**config.mk**
```make
export PLATFORM = sky130hd
export DESIGN_NAME = switch_bus_receiver
export DESIGN_NICKNAME = d
export VERILOG_FILES = /design/src/rtl/switch_bus_receiver.sv
export SDC_FILE = /design/constraint.sdc
export NUM_CORES = 1
export LEC_CHECK = 0
export ABC_CLOCK_PERIOD_IN_PS = 2400
export BUFFER_PORTS_ARGS = -buffer_cell sky130_fd_sc_hd__clkbuf_2
export CELL_PAD_IN_SITES_DETAIL_PLACEMENT = 1
export CELL_PAD_IN_SITES_GLOBAL_PLACEMENT = 1
export CORE_MARGIN = 2
export CORE_UTILIZATION = 40
export CTS_BUF_LIST = sky130_fd_sc_hd__clkbuf_4 sky130_fd_sc_hd__clkbuf_8
export CTS_CLUSTER_DIAMETER = 200
export DETAILED_ROUTE_END_ITERATION = 12
export PLACE_DENSITY_LB_ADDON = 0.2
export SETUP_SLACK_MARGIN = 0.2
export SLEW_MARGIN = 15
export SYNTH_ARGS = -nofsm -noshare
export SYNTH_HDL_FRONTEND = slang
export SYNTH_SLANG_ARGS = --single-unit
```
**constraint.sdc**
```tcl
create_clock -name clk -period 2.4 [get_ports clk]
set_clock_uncertainty 0.1 [all_clocks]
set_input_delay 0.6 -clock clk [delete_from_list [all_inputs] [get_ports clk]]
set_output_delay 0.6 -clock clk [all_outputs]
set_load 0.005 [all_outputs]
```
**src/rtl/switch_bus_receiver.sv**
```systemverilog
// switch_bus_receiver: registered read side of a switch-gated shared bus.
// Resolves N_SRC gated sources each cycle, holds the last legal value,
// and flags/counts contention.
//
// Ports:
//   clk, rst_n           clock, async active-low reset
//   src_en[N_SRC]        per-source switch enable
//   src_data[N_SRC*W]    source data, source i at [i*WIDTH +: WIDTH]
//   clr_err              sync clear of conflict / conflict_cnt
//   out_data             last resolved bus value (held)
//   out_valid            bus legally driven in previous sample
//   floating             no source enabled in previous sample
//   conflict             sticky contention flag
//   conflict_cnt         saturating contended-cycle count
//   capture_cnt          wrapping valid-capture count
//   state                0 FLOAT, 1 DRIVEN, 2 CONTENDED
module switch_bus_receiver #(
    parameter int N_SRC = 2,
    parameter int WIDTH = 8,
    parameter int CNT_W = 8
) (
    input  logic                   clk,
    input  logic                   rst_n,
    input  logic [N_SRC-1:0]       src_en,
    input  logic [N_SRC*WIDTH-1:0] src_data,
    input  logic                   clr_err,
    output logic [WIDTH-1:0]       out_data,
    output logic                   out_valid,
    output logic                   floating,
    output logic                   conflict,
    output logic [CNT_W-1:0]       conflict_cnt,
    output logic [CNT_W-1:0]       capture_cnt,
    output logic [1:0]             state
);

    typedef enum logic [1:0] {
        ST_FLOAT   = 2'd0,
        ST_DRIVEN  = 2'd1,
        ST_CONT    = 2'd2
    } state_t;

    state_t             r_state;
    state_t             w_next;
    logic [WIDTH-1:0]   r_data;
    logic               r_valid;
    logic               r_float;
    logic               r_conflict;
    logic [CNT_W-1:0]   r_conflict_cnt;
    logic [CNT_W-1:0]   r_capture_cnt;

    logic               w_any;
    logic               w_diff;
    logic [WIDTH-1:0]   w_val;

    // The first enabled source sets the reference value; any later
    // enabled source that disagrees marks the sample as contended.
    always_comb begin
        w_any  = 1'b0;
        w_diff = 1'b0;
        w_val  = '0;
        for (int i = 0; i < N_SRC; i++) begin
            if (src_en[i]) begin
                if (!w_any) begin
                    w_any = 1'b1;
                    w_val = src_data[i*WIDTH +: WIDTH];
                end else if (src_data[i*WIDTH +: WIDTH] != w_val) begin
                    w_diff = 1'b1;
                end
            end
        end
    end

    // Memoryless: next state depends only on the current sample.
    always_comb begin
        w_next = ST_FLOAT;
        if (w_any && w_diff) begin
            w_next = ST_CONT;
        end else if (w_any) begin
            w_next = ST_DRIVEN;
        end
    end

    always_ff @(posedge clk or negedge rst_n) begin
        if (!rst_n) begin
            r_state <= ST_FLOAT;
        end else begin
            r_state <= w_next;
        end
    end

    always_ff @(posedge clk or negedge rst_n) begin
        if (!rst_n) begin
            r_data         <= '0;
            r_valid        <= 1'b0;
            r_float        <= 1'b1;
            r_conflict     <= 1'b0;
            r_conflict_cnt <= '0;
            r_capture_cnt  <= '0;
        end else begin
            r_valid <= (w_next == ST_DRIVEN);
            r_float <= (w_next == ST_FLOAT);
            if (w_next == ST_DRIVEN) begin
                r_data        <= w_val;
                r_capture_cnt <= r_capture_cnt + 1'b1;
            end
            // A contended cycle overrides a simultaneous clear.
            if (w_next == ST_CONT) begin
                r_conflict <= 1'b1;
                if (clr_err) begin
                    r_conflict_cnt <= {{(CNT_W-1){1'b0}}, 1'b1};
                end else if (r_conflict_cnt != {CNT_W{1'b1}}) begin
                    r_conflict_cnt <= r_conflict_cnt + 1'b1;
                end
            end else if (clr_err) begin
                r_conflict     <= 1'b0;
                r_conflict_cnt <= '0;
            end
        end
    end

    assign out_data     = r_data;
    assign out_valid    = r_valid;
    assign floating     = r_float;
    assign conflict     = r_conflict;
    assign conflict_cnt = r_conflict_cnt;
    assign capture_cnt  = r_capture_cnt;
    assign state        = r_state;

endmodule

```
==> impl_metrics.tcl, run 1 <==
set metrics [dict create \
    diodes 0 \
    hold_viol 0 \
    drc_errors 0 \
    power_frac_clock 0.265 \
    rows 23 \
    die_area_mm2 0.00478 \
    cp-start-kind "input port" \
    chipHeight_um 69.1 \
    grtUsageTotal 0.208 \
    start_util 0.421 \
    synth_seq_area_share 0.414 \
    cts_max_level 1 \
    clock_sinks 28 \
    overflow 0 \
    synthArstFlopShare 1.00 \
    synth_top_area_frac 0.398 \
    final_core_utilization 0.537 \
    synth_nets 199 \
    grt_max_degree 29 \
    critPathTopFamily "compound AO/OA/AOI/OAI gates" \
    cp_max_fo 18 \
    synth_edf_count 0 \
    grt_pass1_vias 1716 \
    wl_um 4860 \
    dpl.cell_count 281 \
    ant_nets 0 \
    p_int_mw 0.986 \
    core_area_mm2 0.00403 \
    gp_congestion 0.796 \
    critPathMaxStageDelay_ps 370 \
    synth_ff_type "dfrtp_1" \
    cp.arrival_ps 2140 \
    dr_total_vias 1644 \
    clk_pin_slew_worst_paths_ps 100 \
    placed_area_mm2 0.00208 \
    drive_gt1_frac 0.349 \
    clk_latency_ps 280 \
    fin_ws_ps 332 \
    dp_hpwl_um 3720 \
    syn2layout_area_growth_pct 27.4 \
    synth_area_per_cell_um2 9.64 \
    rsz0062_at_grt "no" \
    drtIter0Drc 43 \
    worst_setup_path_end_kind "flip-flop" \
    vias_per_cell 5.77 \
    critPathBufInv 2 \
    comb_power_share 0.271 \
    crit_type "input port to flip-flop" \
    holdCritPathClass "input port to asynchronous set/reset pin" \
    cts_made_buffers 3 \
    finalSetupViolations 0 \
    peakVddDrop_uv 268 \
    synth.distinct_cells 37 \
    crit_chain "buf_4 > o21a_1 > nor3_1 > o22ai_1 > nor2_1 > buf_4 > o21ai_0 > mux2_2" \
    timing.final.crit_share 0.862 \
    fmax_mhz 484 \
    antenna_found_initial 0 \
    ys_ff_latch 28 \
    postSynthCellCount 176 \
    wl_per_cell_um 17.0 \
    p_sw_mw 0.451 \
    cts_tree "done" \
    io_pins 50 \
    yosysTopAreaCell "dfrtp_1" \
    power_mw 1.44 \
    max_slew_margin 0.518 \
    synth_area_leaders "dfrtp_1, nand3_1, o211ai_1, mux2i_1, a32oi_1" \
    drt_first_pass_iters 4 \
    p_per_area_mw_per_mm2 665 \
    clockRootBuffer "clkbuf_8" \
    yosysMostFrequentCell "dfrtp_1" \
    whs_ps 257 \
    slew_violations 0 \
    cts_buffer_depth 2 \
    ys_warn_count 0 \
    holdBufCountCts 0 \
    status "finished, final reports clean" \
    crit_slowest_cell "mux2_2" \
    period_needed_ps 2070 \
    finalSetupTns_ps 0 \
    dieWidth_um 69.1 \
    final_cells 285 \
    nets 259 \
    netlist_area_mm2 0.00170 \
    worstPathRequired_ps 2470 \
    finalInstanceArea_mm2 0.00216 \
    grt_pass1_wl_um 8120 \
    dpl_worst_slack_ps -129 \
    swShare 0.314 \
    portBuffers 49 \
    crit_top_cell "buf_4" \
    drv_cap 0 \
    max_slew.worst_pin.slew_ps 723 \
    p_leak_nw 0.952 \
    synth.cells.most_frequent "dfrtp_1, nand3_1, o211ai_1" \
    sequentialPowerShare 0.463 \
]
==> power by group through the flow <==
| stage | combinational, mW | sequential [mW] | clock [mW] |
|---|---|---|---|
| 3_3_place_gp | 0.374 | 0.666 | 0 |
| 2_1_floorplan | 0.198 | 0.664 | 0 |
| 5_1_grt | 0.430 | 0.687 | 0.408 |
| 4_1_cts | 0.397 | 0.669 | 0.392 |
| 6_report | 0.390 | 0.666 | 0.381 |
| 3_5_place_dp | 0.393 | 0.679 | 0 |
==> path summary, 6_finish.rpt <==
| kind | from | to | slack (ps) | cells past startpoint |
|---|---|---|---|---|
| min in group clk | capture_cnt[7] | capture_cnt[7] | 380 | 1 |
| max in group asynchronous | rst_n | out_data[6] | 1480 | 1 |
| worst min-delay path | rst_n | capture_cnt[4] | 260 | 1 |
| worst min register to register | capture_cnt[7] | capture_cnt[7] | 380 | 1 |
| worst max-delay path | src_en[0] | capture_cnt[1] | 330 | 8 |
| worst max register to register | conflict_cnt[0] | conflict_cnt[5] | 390 | 6 |
==> area by class of cell <==
| cell class | count | area [um^2] |
|---|---|---|
| timing repair buffer | 69 | 398 |
| multi-input combinational | 130 | 913 |
| fill | 497 | 1870 |
| sequential | 28 | 702 |
| tap | 50 | 62.6 |
| inverter | 4 | 15.0 |
| clock inverter | 1 | 30.0 |
| clock buffer | 3 | 41.3 |
==> logic make-up (layout without fill, tap and decap cells) <==
group / count (synthesis) / count (layout) / share of synthesized area
compound gates: 43 / 43 / 0.194
xor+xnor: 11 / 11 / 0.0568
fa+ha+maj: 2 / 2 / 0.0147
buf+inv: 18 / 77 / 0.0553
flops: 28 / 28 / 0.414
mux: 12 / 12 / 0.0737
simple gates: 62 / 62 / 0.192
==> layout by cell type, fill, tap and decap left out, types with 3 or more instances in the layout <==
cell	instances
o21a_1	4
nor3_1	10
mux2_2	4
nand2_1	6
o211ai_1	11
a32oi_1	8
a21oi_1	3
mux2i_1	8
nand3_1	17
xnor2_1	5
nand4b_1	4
buf_4	21
dfrtp_1	27
inv_1	4
o22ai_1	7
nor2b_1	4
clkbuf_8	3
xor2_1	6
nor2_1	10
clkbuf_2	48
o21ai_0	3
nand4_1	3
==> routing by layer <==
layer  wire length [um]  vias up  global-route usage
met3                178        6              0.0263
met5                  0        -                   0
met4                 65        0              0.0675
met1               2080      808               0.254
li1                   -      784                   -
met2               2530       46               0.376
==> flip-flops by register name, indices dropped and copies added (netlist names) <==
| register | count |
|---|---|
| capture_cnt | 8 |
| conflict | 1 |
| conflict_cnt | 8 |
| floating | 1 |
| out_data | 8 |
| out_valid | 1 |
| state | 1 |
==> timing repair <==
action,CTS,global route
pin swaps,0,1
gates resized for setup,1,3
setup buffers,0,0
setup endpoints to repair,2,4
No activity file was read; power rests on OpenSTA's default activity.
==> run 2: changes to the inputs <==
--- a/config.mk
+++ b/config.mk
@@ -14,7 +14,7 @@
 export CTS_BUF_LIST = sky130_fd_sc_hd__clkbuf_4 sky130_fd_sc_hd__clkbuf_8
 export CTS_CLUSTER_DIAMETER = 200
 export DETAILED_ROUTE_END_ITERATION = 12
-export PLACE_DENSITY_LB_ADDON = 0.2
+export PLACE_DENSITY = 0.86
 export SETUP_SLACK_MARGIN = 0.2
 export SLEW_MARGIN = 15
 export SYNTH_ARGS = -nofsm -noshare
==> run 2 against run 1 <==
Non-clock buffer count shrank 7. Design area shrank 3.1%. Fmax grew 0.71%. Register-to-register slack gained 60 ps. Global-route usage is essentially flat. Combinational power shrank 3%. Flip-flop and latch count is the same. Critical endpoint is now conflict_cnt[4].
==> impl_metrics.tcl, run 2 (same netlist as run 1, synthesis figures left out) <==
set metrics [dict create \
    syn2layout_area_growth_pct 23.5 \
    overflow 0 \
    wl_um 4690 \
    grt_pass1_vias 1653 \
    gp_congestion 0.821 \
    clk_latency_ps 270 \
    nFillCells 496 \
    fmax_mhz 487 \
    drive_gt1_frac 0.333 \
    io_pins 50 \
    crit_slowest_cell "mux2_2" \
    clk_pin_slew_worst_paths_ps 100 \
    crit_chain "clkbuf_4 > nand4b_1 > o22ai_1 > o22ai_1 > nor2_1 > buf_4 > nor4_2 > mux2_2" \
    finalSetupViolations 0 \
    slew_violations 0 \
    antenna_found_initial 0 \
    peakVddDrop_uv 318 \
    cp.arrival_ps 2120 \
    worstRegToRegCells 6 \
    crit_type "input port to flip-flop" \
    worst_setup_path_end_kind "flip-flop" \
    drt_first_pass_iters 4 \
    worstPathRequired_ps 2470 \
    clock_sinks 28 \
    dp_hpwl_um 3510 \
    max_slew_margin 0.515 \
    vias_per_cell 5.81 \
    diodes 0 \
    die_area_mm2 0.00478 \
    ant_nets 0 \
    rows 23 \
    cts_tree "done" \
    drv_cap 0 \
    grt_pass1_wl_um 8150 \
    drc_errors 0 \
    dr_total_vias 1616 \
    cp_max_fo 16 \
    hold_viol 0 \
    chipHeight_um 69.1 \
    p_leak_nw 0.913 \
    holdCritPathClass "input port to asynchronous set/reset pin" \
    clockRootBuffer "clkbuf_8" \
    portBuffers 49 \
    whs_ps 265 \
    grt_max_degree 29 \
    max_slew.worst_pin.slew_ps 728 \
    final_common_cell "clkbuf_2" \
    holdBufCountCts 0 \
    start_util 0.421 \
    drtIter0Drc 120 \
    nets 252 \
    dieWidth_um 69.1 \
    final_cell_mix "clkbuf_2, dfrtp_1, nand3_1, buf_4, o211ai_1" \
    p_per_area_mw_per_mm2 643 \
    grtUsageTotal 0.208 \
    cp-start-kind "input port" \
    critPathMaxStageDelay_ps 370 \
    period_needed_ps 2050 \
    status "finished, final reports clean" \
    register_area_um2 702 \
    cts_buffer_depth 2 \
    multi_input_area_um2 915 \
    finalSetupTns_ps 0 \
    crit_top_cell "o22ai_1" \
    core_area_mm2 0.00403 \
    rsz0062_at_grt "no" \
    rr_endpoint "conflict_cnt[5]" \
    timing.final.crit_share 0.856 \
    timing.rr.start "conflict_cnt[0]" \
    wl_per_cell_um 16.9 \
    cts_max_level 1 \
    cts_made_buffers 3 \
    rrSetupSlack_ps 450 \
]
## run 2: layer usage
| layer | up-vias | global-route usage | part of all wire |
|---|---|---|---|
| li1 | 768 | - | - |
| met1 | 797 | 0.271 | 0.45 |
| met2 | 45 | 0.354 | 0.49 |
| met3 | 6 | 0.0234 | 0.038 |
| met4 | 0 | 0.0784 | 0.016 |
| met5 | - | 0 | 0 |
## run 2: per-stage QoR
| stage | utilization | worst slack (ps) | instances | total power [mW] | cell area [um^2] |
|---|---|---|---|---|---|
| finish | 0.520 | 346 | 278 | 1.35 | 2090 |
| global route | 0.520 | 244 | 278 | 1.44 | 2090 |
| CTS | 0.516 | 246 | 278 | 1.36 | 2080 |
| detailed placement | 0.502 | -15.6 | 274 | 1.07 | 2020 |
| global placement | 0.502 | -18.0 | 274 | 1.04 | 2020 |
| floorplan | - | 341 | 176 | 0.862 | 1700 |
## run 2: what timing repair did
action                                  CTS  global route
endpoints found under the hold margin     0             0
resized for setup                         0             5
buffers inserted                          0             0
endpoints found under the setup margin    0             7
## run 2: worst max path at each step
| stage | start | endpoint | slack [ps] | depth (start not counted) |
|---|---|---|---|---|
| floorplan | src_en[0] | out_data[2] | 340 | 9 |
| global placement | src_en[0] | conflict_cnt[5] | -20 | 8 |
| detailed placement | src_en[0] | conflict_cnt[5] | -20 | 8 |
| CTS | src_en[0] | conflict_cnt[4] | 250 | 8 |
| global route | src_data[3] | conflict_cnt[4] | 240 | 8 |
| finish | src_en[0] | conflict_cnt[4] | 350 | 8 |
## run 2: critical path, delay by kind of cell
kind | cells | cell delay [ps]
and+or+nand+nor | 3 | 510
muxes | 1 | 370
AOI/OAI and AO/OA | 2 | 290
buffers and inverters | 2 | 360
## run 2: report_power, final
group / switching, mW / total (mW) / internal [mW]
Clock: 0.147 / 0.294 / 0.147
Combinational: 0.187 / 0.380 / 0.193
Sequential: 0.107 / 0.672 / 0.565
## run 2: area by class of cell
| class | count | share of cell area |
|---|---|---|
| Clock buffer | 4 | 0.0263 |
| Inverter | 4 | 0.00717 |
| Multi-Input combinational cell | 130 | 0.437 |
| Sequential cell | 28 | 0.335 |
| Tap cell | 50 | 0.0299 |
| Timing Repair Buffer | 62 | 0.165 |
==> run 3: changes to the inputs <==
--- a/config.mk
+++ b/config.mk
@@ -10,11 +10,11 @@
 export CELL_PAD_IN_SITES_DETAIL_PLACEMENT = 1
 export CELL_PAD_IN_SITES_GLOBAL_PLACEMENT = 1
 export CORE_MARGIN = 2
-export CORE_UTILIZATION = 40
+export CORE_UTILIZATION = 35
 export CTS_BUF_LIST = sky130_fd_sc_hd__clkbuf_4 sky130_fd_sc_hd__clkbuf_8
 export CTS_CLUSTER_DIAMETER = 200
 export DETAILED_ROUTE_END_ITERATION = 12
-export PLACE_DENSITY = 0.86
+export PLACE_DENSITY = 0.77
 export SETUP_SLACK_MARGIN = 0.2
 export SLEW_MARGIN = 15
 export SYNTH_ARGS = -nofsm -noshare
==> run 3 against run 2 <==
Utilization is 5.6 points lower. Wire length is 1.6% higher. Non-clock buffer count is 8 higher. Fmax is 0.16% lower. Hold slack worse by 6.6 ps. Power is 6.2% higher. Sequential power is 1% lower. Flip-flop and latch count stayed put. Via count is 2.5% higher. Die area is 13% higher. Combinational power is 2% higher. Design area is 3.9% higher. Critical endpoint is now conflict_cnt[5]. Largest cell class unchanged.
==> impl_metrics.tcl, run 3 (same netlist as run 1, synthesis figures left out) <==
set metrics [dict create \
    overflow 0 \
    rows 25 \
    rr_endpoint "conflict_cnt[5]" \
    start_util 0.362 \
    max_slew.worst_pin.slew_ps 729 \
    nets 260 \
    diodes 0 \
    vias_per_cell 5.71 \
    wl_per_cell_um 16.4 \
    placed_area_mm2 0.00209 \
    wl_um 4760 \
    dpl.cell_count 286 \
    rsz0062_at_grt "no" \
    p_per_area_mw_per_mm2 657 \
    slew_violations 0 \
    io_pins 50 \
    critPathTopFamily "simple AND/OR/NAND/NOR gates" \
    core_area_mm2 0.00469 \
    cts_buffer_depth 2 \
    grtUsageTotal 0.186 \
    whs_ps 259 \
    status "finished, final reports clean" \
    syn2layout_area_growth_pct 28.3 \
    drv_cap 0 \
    cts_made_buffers 3 \
    cts_setup_buffers 0 \
    grt_pass1_wl_um 7910 \
    fmax_mhz 486 \
    finalInstanceArea_mm2 0.00218 \
    crit_type "input port to flip-flop" \
    cts_tree "done" \
    critPathBufInv 2 \
    portBuffers 49 \
    final_core_utilization 0.464 \
    holdCritPathClass "input port to asynchronous set/reset pin" \
    finalSetupViolations 0 \
    final_cell_mix "clkbuf_2, dfrtp_1, buf_4, nand3_1, o211ai_1" \
    dieWidth_um 73.6 \
    die_area_mm2 0.00542 \
    hold_viol 0 \
    max_slew_margin 0.514 \
    holdBufCountCts 0 \
    critPathMaxStageDelay_ps 360 \
    timing.rr.start "conflict_cnt[0]" \
    crit_top_cell "o22ai_1" \
    grt_pass1_vias 1678 \
    peakVddDrop_uv 230 \
    fin_ws_ps 343 \
    dr_total_vias 1657 \
    drive_gt1_frac 0.356 \
    drtIter0Drc 56 \
    cp.arrival_ps 2120 \
    worstRegToRegCells 6 \
    period_needed_ps 2060 \
    clockRootBuffer "clkbuf_8" \
    cts_max_level 1 \
    clk_latency_ps 280 \
    drc_errors 0 \
    clock_sinks 28 \
    chipHeight_um 73.6 \
    p_leak_nw 0.959 \
    crit_slowest_cell "mux2_2" \
    gp_congestion 0.755 \
    cp_max_fo 9 \
    cp-start-kind "input port" \
    dp_hpwl_um 3710 \
    worst_setup_path_end_kind "flip-flop" \
    timing.final.crit_share 0.857 \
    final_cells 290 \
    ant_nets 0 \
    antenna_found_initial 0 \
    worstPathRequired_ps 2470 \
    drt_first_pass_iters 4 \
    crit_chain "clkbuf_2 > xor2_1 > o22ai_1 > o22ai_1 > nor2_1 > buf_4 > nor4_2 > mux2_2" \
    final_common_cell "clkbuf_2" \
    dpl_worst_slack_ps -106 \
    clk_pin_slew_worst_paths_ps 100 \
    rrSetupSlack_ps 380 \
    grt_max_degree 29 \
]
## run 3: cell types whose count changed in the layout (fill, tap and decap cells not counted), sizes merged
| cell | delta |
|---|---|
| clkbuf | -2 |
| bufinv | +1 |
| buf | +9 |
## run 3: worst max-delay path by stage
stage	start	endpoint	slack, ps	cells after the start
after floorplan	src_en[0]	out_data[2]	340	9
after global placement	src_en[0]	out_data[5]	-40	8
after CTS	src_en[0]	conflict_cnt[4]	200	8
final	src_data[0]	conflict_cnt[5]	340	8
after detailed placement	src_en[0]	out_data[6]	-110	8
after global routing	src_en[0]	conflict_cnt[5]	230	8
## run 3: cell type report
cell class	instances	area [um^2]
Tap cell	54	67.6
Clock inverter	1	30.0
Timing Repair Buffer	70	405
Sequential cell	28	702
Multi-Input combinational cell	130	916
Clock buffer	3	41.3
Inverter	4	15.0
Fill cell	566	2510
## run 3: per-stage QoR
step / TNS, ps / power (mW)
after floorplan: 0 / 0.862
after global placement: -123 / 1.05
after detailed placement: -601 / 1.07
after CTS: 0 / 1.45
after global routing: 0 / 1.52
final: 0 / 1.43
## run 3: repair_timing
action                     CTS  global route
setup endpoints to repair    1            10
resized for setup            1             5
pin swaps                    0             0
## run 3: routing by layer
layer,GRT usage,up-vias,share of wire
met5,0,-,0
met4,0.0404,0,0.0061
met3,0.0206,4,0.037
met2,0.332,37,0.50
met1,0.242,833,0.46
li1,-,783,-
## run 3: power breakdown
group / switching (mW) / internal (mW)
Sequential: 0.0993 / 0.565
Clock: 0.154 / 0.223
Combinational: 0.190 / 0.199
Total: 0.443 / 0.987
